File: src/rtl/plane_game_pkg.sv
`default_nettype none
// ============================================================================
//  Module  : plane_game_pkg
//  Purpose : Shared definitions for the plane game datapath: coordinate
//            width, screen geometry, default box sizes and the hit-detector
//            scan state encoding.
//  Ports   : none (package)
//  Rev     : 1.0  initial release
// ============================================================================
package plane_game_pkg;

  localparam int COORD_W  = 11;
  localparam int SCREEN_W = 1024;
  localparam int SCREEN_H = 768;

  // Default collision box sizes in pixels.
  localparam int DEF_PLANE_W = 32;
  localparam int DEF_PLANE_H = 32;
  localparam int DEF_OBJ_W   = 32;
  localparam int DEF_OBJ_H   = 32;

  typedef enum logic [1:0] {
    IDLE   = 2'd0,
    SNAP   = 2'd1,
    SCAN   = 2'd2,
    REPORT = 2'd3
  } state_t;

endpackage
`default_nettype wire

File: src/rtl/aabb_overlap.sv
`default_nettype none
// ============================================================================
//  Module  : aabb_overlap
//  Purpose : Combinational axis-aligned bounding-box overlap test between the
//            plane box and one obstacle box. Sums are formed one bit wider
//            than the coordinates so a box near the right/bottom edge of the
//            coordinate range never wraps. Touching edges are not a hit.
//  Ports   : px, py   plane top-left corner
//            ox, oy   obstacle top-left corner
//            valid    obstacle slot occupied
//            hit      boxes overlap and slot is occupied
//  Rev     : 1.0  initial release
// ============================================================================
module aabb_overlap
  import plane_game_pkg::*;
#(
  parameter int PLANE_W = DEF_PLANE_W,
  parameter int PLANE_H = DEF_PLANE_H,
  parameter int OBJ_W   = DEF_OBJ_W,
  parameter int OBJ_H   = DEF_OBJ_H
) (
  input  logic [COORD_W-1:0] px,
  input  logic [COORD_W-1:0] py,
  input  logic [COORD_W-1:0] ox,
  input  logic [COORD_W-1:0] oy,
  input  logic               valid,
  output logic               hit
);

  localparam int EXT_W = COORD_W + 1;

  logic [EXT_W-1:0] px_e, py_e, ox_e, oy_e;
  logic [EXT_W-1:0] px_end, py_end, ox_end, oy_end;

  assign px_e   = {1'b0, px};
  assign py_e   = {1'b0, py};
  assign ox_e   = {1'b0, ox};
  assign oy_e   = {1'b0, oy};
  assign px_end = px_e + EXT_W'(PLANE_W);
  assign py_end = py_e + EXT_W'(PLANE_H);
  assign ox_end = ox_e + EXT_W'(OBJ_W);
  assign oy_end = oy_e + EXT_W'(OBJ_H);

  assign hit = valid
             & (px_e < ox_end) & (ox_e < px_end)
             & (py_e < oy_end) & (oy_e < py_end);

endmodule
`default_nettype wire

File: src/rtl/plane_hit_detector.sv
`default_nettype none
// ============================================================================
//  Module  : plane_hit_detector
//  Purpose : Once per video frame, snapshots the plane position and scans the
//            obstacle table one slot per cycle through a 1-deep read pipeline,
//            testing each slot for box overlap. Overlapping slots are reported
//            for clearing; a hit on the frame pulses planehit, costs a life
//            and (optionally) starts an invulnerability cooldown.
//  Ports   : clk, rst             clock, synchronous active-high reset
//            frame_tick           frame strobe, starts a scan when idle
//            plane_x, plane_y     plane top-left position
//            obj_idx              obstacle table read address
//            obj_x, obj_y         obstacle position, 1 cycle after obj_idx
//            obj_valid            obstacle slot occupied, same timing
//            planehit             1-cycle pulse when a hit is accepted
//            clr_valid, clr_idx   request to clear an overlapping slot
//            lives                remaining lives
//            game_over            sticky once lives reach zero
//            busy                 scan in progress (SNAP/SCAN/REPORT)
//  Config  : HIT_COOLDOWN_EN  defined -> frames of invulnerability after a
//            hit; undefined -> every hit frame is accepted.
//  Rev     : 1.0  initial release
// ============================================================================
module plane_hit_detector
  import plane_game_pkg::*;
#(
  parameter int NUM_OBJ  = 8,
  parameter int PLANE_W  = DEF_PLANE_W,
  parameter int PLANE_H  = DEF_PLANE_H,
  parameter int OBJ_W    = DEF_OBJ_W,
  parameter int OBJ_H    = DEF_OBJ_H,
  parameter int LIVES    = 3,
  parameter int COOLDOWN = 60,
  localparam int IDX_W   = $clog2(NUM_OBJ)
) (
  input  logic               clk,
  input  logic               rst,
  input  logic               frame_tick,
  input  logic [COORD_W-1:0] plane_x,
  input  logic [COORD_W-1:0] plane_y,
  output logic [IDX_W-1:0]   obj_idx,
  input  logic [COORD_W-1:0] obj_x,
  input  logic [COORD_W-1:0] obj_y,
  input  logic               obj_valid,
  output logic               planehit,
  output logic               clr_valid,
  output logic [IDX_W-1:0]   clr_idx,
  output logic [2:0]         lives,
  output logic               game_over,
  output logic               busy
);

  state_t             state_q, state_d;
  logic [IDX_W-1:0]   obj_idx_q, obj_idx_d;
  logic [COORD_W-1:0] px_q, px_d;
  logic [COORD_W-1:0] py_q, py_d;
  logic               hit_any_q, hit_any_d;
  logic               clr_valid_q, clr_valid_d;
  logic [IDX_W-1:0]   clr_idx_q, clr_idx_d;
  logic [2:0]         lives_q, lives_d;
  logic               game_over_q, game_over_d;
  logic               cooldown_zero;

  // Slot whose data is on obj_x/obj_y this cycle: the address of last cycle.
  logic [IDX_W-1:0]   cmp_idx;
  logic               slot_hit;

  assign cmp_idx = obj_idx_q - IDX_W'(1);

`ifdef HIT_COOLDOWN_EN
  logic [7:0] cooldown_q, cooldown_d;
  assign cooldown_zero = (cooldown_q == 8'd0);
`else
  logic unused_cooldown;
  assign unused_cooldown = ^8'(COOLDOWN);
  assign cooldown_zero   = 1'b1;
`endif

  aabb_overlap #(
    .PLANE_W (PLANE_W),
    .PLANE_H (PLANE_H),
    .OBJ_W   (OBJ_W),
    .OBJ_H   (OBJ_H)
  ) u_aabb (
    .px    (px_q),
    .py    (py_q),
    .ox    (obj_x),
    .oy    (obj_y),
    .valid (obj_valid),
    .hit   (slot_hit)
  );

  always_comb begin
    state_d     = state_q;
    obj_idx_d   = obj_idx_q;
    px_d        = px_q;
    py_d        = py_q;
    hit_any_d   = hit_any_q;
    clr_valid_d = 1'b0;
    clr_idx_d   = clr_idx_q;
    lives_d     = lives_q;
    game_over_d = game_over_q;
    planehit    = 1'b0;
`ifdef HIT_COOLDOWN_EN
    cooldown_d  = cooldown_q;
`endif

    case (state_q)
      IDLE: begin
        if (frame_tick) begin
          state_d   = SNAP;
          px_d      = plane_x;
          py_d      = plane_y;
          obj_idx_d = '0;
          hit_any_d = 1'b0;
`ifdef HIT_COOLDOWN_EN
          if (cooldown_q != 8'd0) cooldown_d = cooldown_q - 8'd1;
`endif
        end
      end

      // Slot 0 address is on the bus; its data arrives next cycle.
      SNAP: begin
        state_d   = SCAN;
        obj_idx_d = obj_idx_q + IDX_W'(1);
      end

      SCAN: begin
        obj_idx_d = obj_idx_q + IDX_W'(1);
        if (slot_hit) begin
          clr_valid_d = 1'b1;
          clr_idx_d   = cmp_idx;
          hit_any_d   = 1'b1;
        end
        // Address has wrapped to 0: this cycle compares the final slot.
        if (obj_idx_q == '0) begin
          state_d   = REPORT;
          obj_idx_d = '0;
        end
      end

      REPORT: begin
        state_d = IDLE;
        if (hit_any_q && cooldown_zero && !game_over_q) begin
          planehit = 1'b1;
          lives_d  = lives_q - 3'd1;
          if (lives_q == 3'd1) game_over_d = 1'b1;
`ifdef HIT_COOLDOWN_EN
          cooldown_d = 8'(COOLDOWN);
`endif
        end
      end

      default: state_d = IDLE;
    endcase
  end

  always_ff @(posedge clk) begin
    if (rst) begin
      state_q     <= IDLE;
      obj_idx_q   <= '0;
      px_q        <= '0;
      py_q        <= '0;
      hit_any_q   <= 1'b0;
      clr_valid_q <= 1'b0;
      clr_idx_q   <= '0;
      lives_q     <= 3'(LIVES);
      game_over_q <= 1'b0;
`ifdef HIT_COOLDOWN_EN
      cooldown_q  <= 8'd0;
`endif
    end else begin
      state_q     <= state_d;
      obj_idx_q   <= obj_idx_d;
      px_q        <= px_d;
      py_q        <= py_d;
      hit_any_q   <= hit_any_d;
      clr_valid_q <= clr_valid_d;
      clr_idx_q   <= clr_idx_d;
      lives_q     <= lives_d;
      game_over_q <= game_over_d;
`ifdef HIT_COOLDOWN_EN
      cooldown_q  <= cooldown_d;
`endif
    end
  end

  assign obj_idx   = obj_idx_q;
  assign clr_valid = clr_valid_q;
  assign clr_idx   = clr_idx_q;
  assign lives     = lives_q;
  assign game_over = game_over_q;
  assign busy      = (state_q != IDLE);

endmodule
`default_nettype wire

File: config.mk
export PLATFORM = sky130hd
export DESIGN_NAME = plane_hit_detector
export DESIGN_NICKNAME = d
export VERILOG_FILES = /design/src/rtl/plane_game_pkg.sv /design/src/rtl/aabb_overlap.sv /design/src/rtl/plane_hit_detector.sv
export SDC_FILE = /design/constraint.sdc
export NUM_CORES = 1
export LEC_CHECK = 0
export CORE_MARGIN = 8
export CORE_UTILIZATION = 45
export DETAILED_ROUTE_END_ITERATION = 8
export GPL_ROUTABILITY_DRIVEN = 0
export PLACE_DENSITY = 0.75
export SLEW_MARGIN = 10
export SYNTH_ARGS = -nofsm -noshare
export SYNTH_HDL_FRONTEND = slang
export SYNTH_HIERARCHICAL = 1
export SYNTH_SLANG_ARGS = --single-unit
File: constraint.sdc
create_clock -name clk -period 2.6 [get_ports clk]
set_input_delay 0.52 -clock clk [delete_from_list [all_inputs] [get_ports clk]]
set_output_delay 0.52 -clock clk [all_outputs]
set_load 0.005 [all_outputs]
* Word-level counts from Yosys, hierarchy flattened
Cells that the tools add are included.
Widths: inputs -> output; s select.
** Word-level totals
- Bits in registers :: 36
- Input port bits :: 48
** Operators by class
- Add/sub/neg operators :: 7
- $lt $le $gt $ge :: 4
- Equal/unequal tests :: 7
- Mux-type cells :: 12
- Bitwise logic cells :: 5
- Reduce and logical (&&, ||, !) cells :: 15
** Operator list (count)
- $add 11x6->12 const B :: 4
- $lt 11x12->1 :: 4
- $reduce_and 2->1 :: 5
- $pmux 3 s3 :: 1
- $pmux 2 s4 :: 1
- $mux 3 :: 2
- $ne 2x2->1 const B :: 3
- $reduce_and 3->1 :: 2
- $sub 3x1->3 const B :: 2
- $mux 1 :: 5
- $and 1x1->1 :: 4
- $eq 2x2->1 const B :: 2
- $mux 2 :: 2
- $reduce_bool 2->1 :: 2
- $add 3x1->3 const B :: 1
- $eq 3x1->1 const B :: 1
- $logic_not 3->1 :: 1
- $reduce_bool 3->1 :: 1
- $eq 2x1->1 const B :: 1
- $logic_not 2->1 :: 1
- $pmux 1 s2 :: 1
- $reduce_or 2->1 :: 1
- $logic_and 1x1->1 :: 1
- $logic_not 1->1 :: 1
- $not 1->1 :: 1

* Depth between registers and ports, before layout
- Word-level depth :: 8
- Depth in mapped cells :: 13
- Depth with buffers taken out :: 12

* Cells and area by module
The synthesis kept the hierarchy.
** Modules (own cells, without submodules)
- plane_hit_detector :: times used 1, cells each 178, area each 1490.2 um^2, seq. area each 720.7 um^2
- aabb_overlap :: times used 1, cells each 164, area each 1243.7 um^2, seq. area each 0.0 um^2

* Least setup slack after synthesis
No wires, ideal clock.
- Path type :: in2reg
- Start :: input port obj_x[5]
- End :: register clr_idx_q[0] (netlist: clr_idx[0])
- Setup time :: 0.086 ns
- Arrival time :: 2.567 ns
- Data required time :: 2.514 ns
- Setup slack :: -0.052 ns
- Stages on the path :: 13
- Cells stage by stage :: ha_1 nand3_1 xor2_1 ha_1 a21o_1 a21oi_1 o221ai_1 a211o_1 nor4_2 and2_2 buf_2 nor2_1 a211oi_1
** On the way
- Word-level cells in the longest chain between the ends :: 7
- Elaborated cells between the ends (all ways) :: 8
- Those cells by class :: add/sub: 1; order compare: 2; bitwise: 4; reduce/logical: 1
** RTL lines
- start: declaration :: RTL line plane_hit_detector.sv:42 : input logic [COORD_W-1:0] obj_x,
- $add 11x6->12 :: RTL line aabb_overlap.sv:41 : assign ox_end = ox_e + EXT_W'(OBJ_W);
- $lt 11x12->1 :: RTL line aabb_overlap.sv:45 : & (px_e < ox_end) & (ox_e < px_end)
- $and 1x1->1 :: RTL line aabb_overlap.sv:45
- $and 1x1->1 * :: RTL line aabb_overlap.sv:45
- $and 1x1->1 * (2 in series) :: RTL line aabb_overlap.sv:46 : & (py_e < oy_end) & (oy_e < py_end);
- via slot_hit :: RTL line plane_hit_detector.sv:66 : logic slot_hit;
- $reduce_and 2->1 (no line) *
- end signal: assignment :: RTL line plane_hit_detector.sv:179 : clr_idx_q <= clr_idx_d;
- end: declaration :: RTL line plane_hit_detector.sv:59 : logic [IDX_W-1:0] clr_idx_q, clr_idx_d;
Mark *: on every way through the listed nets, which the timed path passes. The rest lies on a longest branch.
A chain may end at the register's enable or synchronous reset.

* Final worst setup path
- Start :: register px_q[5]
- End :: register clr_idx_q[0] (netlist: clr_idx[0])
** On the way
- Word-level cells in the longest chain between the ends :: 6
- Elaborated cells between the ends (all ways) :: 8
- Those cells by class :: add/sub: 1; order compare: 2; bitwise: 4; reduce/logical: 1
** RTL lines
- start: declaration :: RTL line plane_hit_detector.sv:55 : logic [COORD_W-1:0] px_q, px_d;
- start signal: assignment :: RTL line plane_hit_detector.sv:175 : px_q <= px_d;
- $add 11x6->12 / $lt 11x12->1 (equally long branches) :: RTL line aabb_overlap.sv:39, aabb_overlap.sv:45
- $lt 11x12->1 / $and 1x1->1 (equally long branches) :: RTL line aabb_overlap.sv:45
- $and 1x1->1 * :: RTL line aabb_overlap.sv:45
- $and 1x1->1 * (2 in series) :: RTL line aabb_overlap.sv:46
- via slot_hit :: RTL line plane_hit_detector.sv:66
- $reduce_and 2->1 (no line) *
Marked as above.

==> impl_metrics.json <==
{
  "worst-path-buf-inv": 2,
  "antenna_found_initial": 0,
  "fin_skew_ns": 0.004019,
  "arrival_ns": 2.78,
  "power.leakage_uw": 0.001752,
  "synth.cell_area_um2": 2734,
  "fin_area_um2": 3999,
  "dr_total_vias": 2710,
  "power.total_uw": 2229,
  "cts_buffer_depth": 2,
  "crit_top_cell": "buf_4",
  "yosysUniqueCellTypes": 42,
  "hold_ws_ns": 0.4744,
  "grt_usage_pct": 16.83,
  "fin_util_pct": 67.94,
  "synth_xor_area_share_pct": 6.087,
  "dpl_cell_area_um2": 3660,
  "avgViaCountPerCell": 5.252,
  "slowest_delay_ns": 0.37,
  "final_cell_mix": "nand2_1 (55), ha_1 (47), clkdlybuf4s50_1 (44)",
  "clk_root_buffer_cell": "clkbuf_8",
  "ff2ff_setup_slack_ns": 0.02,
  "maxCapViolCount": 0,
  "rows": 28,
  "ys_ff_latch": 36,
  "initial_core_util_pct": 46.45,
  "portBuffers": 60,
  "hpwl_um": 5701,
  "setup_viol": 0,
  "path_cells": "ha_4 > buf_4 > xnor2_2 > ha_1 > buf_4 > nand4_1 > nor4b_2 > a211o_1 > nor4_4 > and2_4 > nor2_2 > a211oi_2",
  "drc": 0,
  "rr_startpoint": "px_q[5]$_SDFFE_PP0P_",
  "drv_slew": 0,
  "startpoint_type": "flip-flop",
  "cellPowerDensity_nw_per_um2": 557.4,
  "slowest_stage": "dfxtp_4",
  "numClockSinks": 36,
  "cts_htree_levels": 2,
  "status": "finished clean",
  "die_area_um2": 8826,
  "tightest_slew_ns": 0.7465,
  "synthCells": 342,
  "drtAntennaViolNets": 0,
  "fp.dieH_um": 93.95,
  "crit_path_end": "clr_idx[0]$_SDFFE_PP0P_",
  "rsz0062_at_grt": "yes",
  "maxSlewHeadroom_pct": 50.07,
  "r2r-end": "clr_idx[0]$_SDFFE_PP0P_",
  "cp-end-kind": "flip-flop",
  "post-route-period-util_pct": 99.38,
  "ys_seq_area_share_pct": 26.36,
  "clk_pin_slew_worst_paths_ns": 0.07,
  "fp.dieW_um": 93.95,
  "avgSynthCellArea_um2": 7.994,
  "num-nets-final": 541,
  "cts_buffers": 5,
  "synth_compound_area_share_pct": 14.83,
  "drive_above_1_share_pct": 21.77,
  "ys_warn_count": 6,
  "core-area_um2": 5886,
  "path_max_fanout": 5,
  "clock_latency_ns": 0.29,
  "final_common_cell": "nand2_1",
  "ios": 61,
  "drt-pass1-iter-count": 4,
  "routed_wl_um": 7500,
  "area_delta_synth_final_pct": 46.27,
  "drt-wirelength-per-cell_um": 14.53,
  "synthTopCellsByArea": "dfxtp_1 (26%), ha_1 (24%), nand2_1 (7.6%)",
  "synth_fa_ha_area_share_pct": 23.80,
  "fmax_mhz": 387.0,
  "grt_start_max_net_pins": 24,
  "yosys.area.top_type_share_pct": 26.36,
  "grt_pass1_vias": 2680,
  "critPathKind": "flip-flop to flip-flop",
  "cts_tree": "done",
  "ir_drop_uv": 584.2,
  "worstHoldPathType": "flip-flop to flip-flop",
  "synth-simple-area-share_pct": 22.88,
  "grt_pass1_wl_um": 12080,
  "syn-num-nets": 442,
  "reg2reg_depth": 12,
  "critPathRequiredTime_ns": 2.80,
  "crit_family": "simple AND/OR/NAND/NOR gates",
  "yosys.area.top_type": "dfxtp_1",
  "grt-ovfl-total": 0,
  "synth.mux.area_fraction_pct": 0.3661,
  "insertedDiodeCount": 0,
  "crit_cells": 12,
  "crit_path_start": "px_q[5]$_SDFFE_PP0P_",
  "detail_route.iter0.violations": 72,
  "fin_crit_ns": 2.584,
  "synth_top_family_by_area": "adder cells",
  "hold_viol": 0
}
## synthesized netlist by cell type (all sizes together)
cell type,instances
a211o,3
a211oi,7
a21boi,1
a21o,7
a21oi,37
a221oi,2
a31oi,1
a41oi,1
and2,2
and3,5
and3b,1
buf,7
clkbuf,3
dfxtp,36
ha,52
inv,29
mux2i,1
nand2,55
nand2b,6
nand3,23
nand3b,1
nand4,8
nand4b,1
nor2,17
nor2b,2
nor3,4
nor4,2
nor4b,1
o21ai,2
o21ba,1
o21bai,1
o221ai,1
o22ai,1
or2,2
xnor2,9
xor2,10
## tightest hold or removal path: cells and delay by family, from the launching register on
kind / cells / cell delay (ns)
DFF: 1 / 0.32
AOI/OAI and AO/OA: 1 / 0.05
and+or+nand+nor: 1 / 0.06
## through the flow
step / std cells / worst slack (ns) / setup TNS, ns
CTS: 513 / 0.0006100 / 0
global route: 516 / -0.05448 / -0.1785
global placement: 504 / -0.5483 / -2.420
finish: 516 / 0.01625 / 0
detailed placement: 504 / -0.6235 / -2.743
floorplan: 342 / 0.02151 / 0
## power by group
group | leakage, uW | switching (uW) | total [uW] | internal, uW
Sequential | 0.000296 | 77.8 | 716 | 639
Combinational | 0.00140 | 553 | 1080 | 525
Clock | 0.0000503 | 198 | 434 | 236
Total | 0.00175 | 829 | 2230 | 1400
## cells by family (layout without fill, tap and decap cells)
logic type | Yosys count | after routing
simple gates | 130 | 130
fa+ha+maj | 52 | 52
buf+inv | 39 | 138
xor+xnor | 19 | 19
flops | 36 | 36
compound gates | 65 | 65
mux | 1 | 1
## how the worst min path moves through the flow
stage                               from              endpoint  slack (ns)  depth (start not counted)
floorplan           px_q[0]$_SDFFE_PP0P_  px_q[0]$_SDFFE_PP0P_        0.44                          2
global placement    px_q[0]$_SDFFE_PP0P_  px_q[0]$_SDFFE_PP0P_        0.46                          2
detailed placement  py_q[0]$_SDFFE_PP0P_  py_q[0]$_SDFFE_PP0P_        0.47                          2
CTS                 py_q[0]$_SDFFE_PP0P_  py_q[0]$_SDFFE_PP0P_        0.48                          2
global route        px_q[0]$_SDFFE_PP0P_  px_q[0]$_SDFFE_PP0P_        0.51                          2
finish              px_q[4]$_SDFFE_PP0P_  px_q[4]$_SDFFE_PP0P_        0.47                          2
## flip-flops by register name, indices dropped and copies added (netlist names)
name and cells:
py_q 11, px_q 11, obj_idx 3, hit_any_q 1, clr_valid 1, state_q 2, lives 3, clr_idx 3
game_over 1
## layer usage
layer | routed length, um | vias up | global-route usage [%] | share of wire, %
met5 | 0 | - | 0 | 0
met1 | 3421 | 1268 | 20.67 | 46
met3 | 405 | 8 | 4.396 | 5.4
met4 | 93 | 0 | 4.888 | 1.2
li1 | - | 1377 | - | -
met2 | 3579 | 57 | 28.06 | 48
## repair_timing
item,CTS,global route
gates cloned,0,0
endpoints found under the setup margin,5,5
resized for setup,38,39
pin swaps,20,23
hold buffers,0,0
setup buffers,3,3
## layout make-up
class | instances | area, um2
Multi-Input combinational cell | 267 | 2077
Tap cell | 75 | 93.84
Sequential cell | 36 | 735.7
Fill cell | 483 | 1887
Clock buffer | 7 | 96.34
Inverter | 29 | 108.9
Timing Repair Buffer | 102 | 887.1
Power figures use the tool's default switching activity.
==> RTL change, RTL diff (same settings) <==
Put one more register stage on the output `lives`, without a reset. The value now appears one clock later. The other outputs are not delayed to match.
--- a/src/rtl/plane_hit_detector.sv
+++ b/src/rtl/plane_hit_detector.sv
@@ -188,7 +188,9 @@
   assign obj_idx   = obj_idx_q;
   assign clr_valid = clr_valid_q;
   assign clr_idx   = clr_idx_q;
-  assign lives     = lives_q;
+  always_ff @(posedge clk) begin
+    lives <= lives_q;
+  end
   assign game_over = game_over_q;
   assign busy      = (state_q != IDLE);
 
Formal check against the unedited RTL: not equivalent (a bounded check fails within 4 cycles, from zero or initial values and one cycle with rst high).
==> RTL change against the unedited design <==
Sequential power is 6.6% higher; wire length is 2.9% higher; design area is 0.16% lower; largest power group unchanged; worst setup slack better by 0.031 ns; synthesized area is 2.2% higher; non-clock buffer count is 4 lower; sequential cell count is 3 higher; die area is 1.8% higher; sequential share of layout area is 1.4 points higher; clock power is 10% lower; total power is 1.0% lower; synthesized cell count is 0.88% higher.
==> RTL change: results (changes against the unedited design) <==
Hold path
  – HP Start: lives_q[2]
  – Hold path cells: 0 (-2)

GRT
  – GR Util All Layers: 17.0% (+0.20 points)
  – Pin count of the biggest net entering global routing: 27 (+13%)
  – Vias in the first global route: 2764 (+3.1%)
  – First-pass GRT wire length: 12400 um (+2.5%)

Power
  – Peak VDD IR: 0.533 mV (-8.7%)
  – Leakage power: 1.76 nW (+0.26%)

Routing
  – WL per Instance: 15.0 um (+2.9%)
  – Initial drt markers: 70 (-2.8%)
  – Routed met1 length: 3390 um (-1.1%)
  – Met3 routed WL: 296 um (-27%)
  – Routed wl met2: 3960 um (+11%)

Setup path
  – Worst Path Arrival: 2.76 ns (-0.02 ns)
  – R2r setup slk: 0.05 ns (+0.03 ns)
  – Worst reg2reg path depth: 11 (-1)
  – Setup crit end: clr_idx[2]

Place
  – Dpl ws: -0.671 ns (-0.0472 ns)
  – Placed cell area: 0.00372 mm2 (+1.6%)

Cells and area
  – Layout cell share with drive strength beyond 1: 19.5% (-2.3 points)

CTS
  – CTS Sinks: 39 (+8.3%)

STA
  – Fin crit share: 98.2% (-1.2 points)
  – Max_slew headroom: 64.4% (+14 points)

Run status
  – Status: complete, no violations

Synth
  – Cells after Synth: 345 (+0.88%)
## RTL change: cell types whose count changed in the layout (fill, tap and decap cells not counted), sizes merged
cell,before,now
buf,44,40
dlygate4sd2,7,3
dfxtp,36,39
dlymetal6s2s,2,4
clkbuf,10,11
clkdlybuf4s50,44,45
clkinv,0,1
## RTL change: area by class of cell
class | count | area [um2]
fillers | 497 | 1960
clock inverters | 1 | 5.00
flip-flops and latches | 39 | 792
repair buffers | 98 | 878
multi-input cells | 267 | 2040
inverters | 29 | 109
clock buffers | 7 | 76.3
well taps | 75 | 93.8
## RTL change: layer usage
metal  vias up  track usage [%]
li1       1377                -
met4         0             4.16
met3         7             3.73
met5         -                0
met2        47             30.5
met1      1255             20.0
## RTL change: logic make-up (layout without fill, tap and decap cells)
logic type      count (synthesis)  count (layout)  share of synthesized area [%]
flops                          39              39                           27.9
compound gates                 65              65                           14.5
xor+xnor                       19              19                           5.96
fa+ha+maj                      52              52                           23.3
simple gates                  130             130                           22.4
buf+inv                        39             135                           5.55
mux                             1               1                          0.358
## RTL change: repair_timing
action                     4_1_cts  5_1_grt
buffers inserted                 3        0
resized for setup               31       39
setup endpoints to repair        5        5
pin swaps                       21       19
## RTL change: power by group through the flow
| stage | sequential, mW | combinational (mW) | clock [mW] |
|---|---|---|---|
| global route | 0.776 | 1.19 | 0.425 |
| finish | 0.763 | 1.05 | 0.389 |
| global placement | 0.760 | 0.942 | 0 |
| floorplan | 0.760 | 0.601 | 0 |
| detailed placement | 0.765 | 0.973 | 0 |
| CTS | 0.752 | 1.01 | 0.403 |
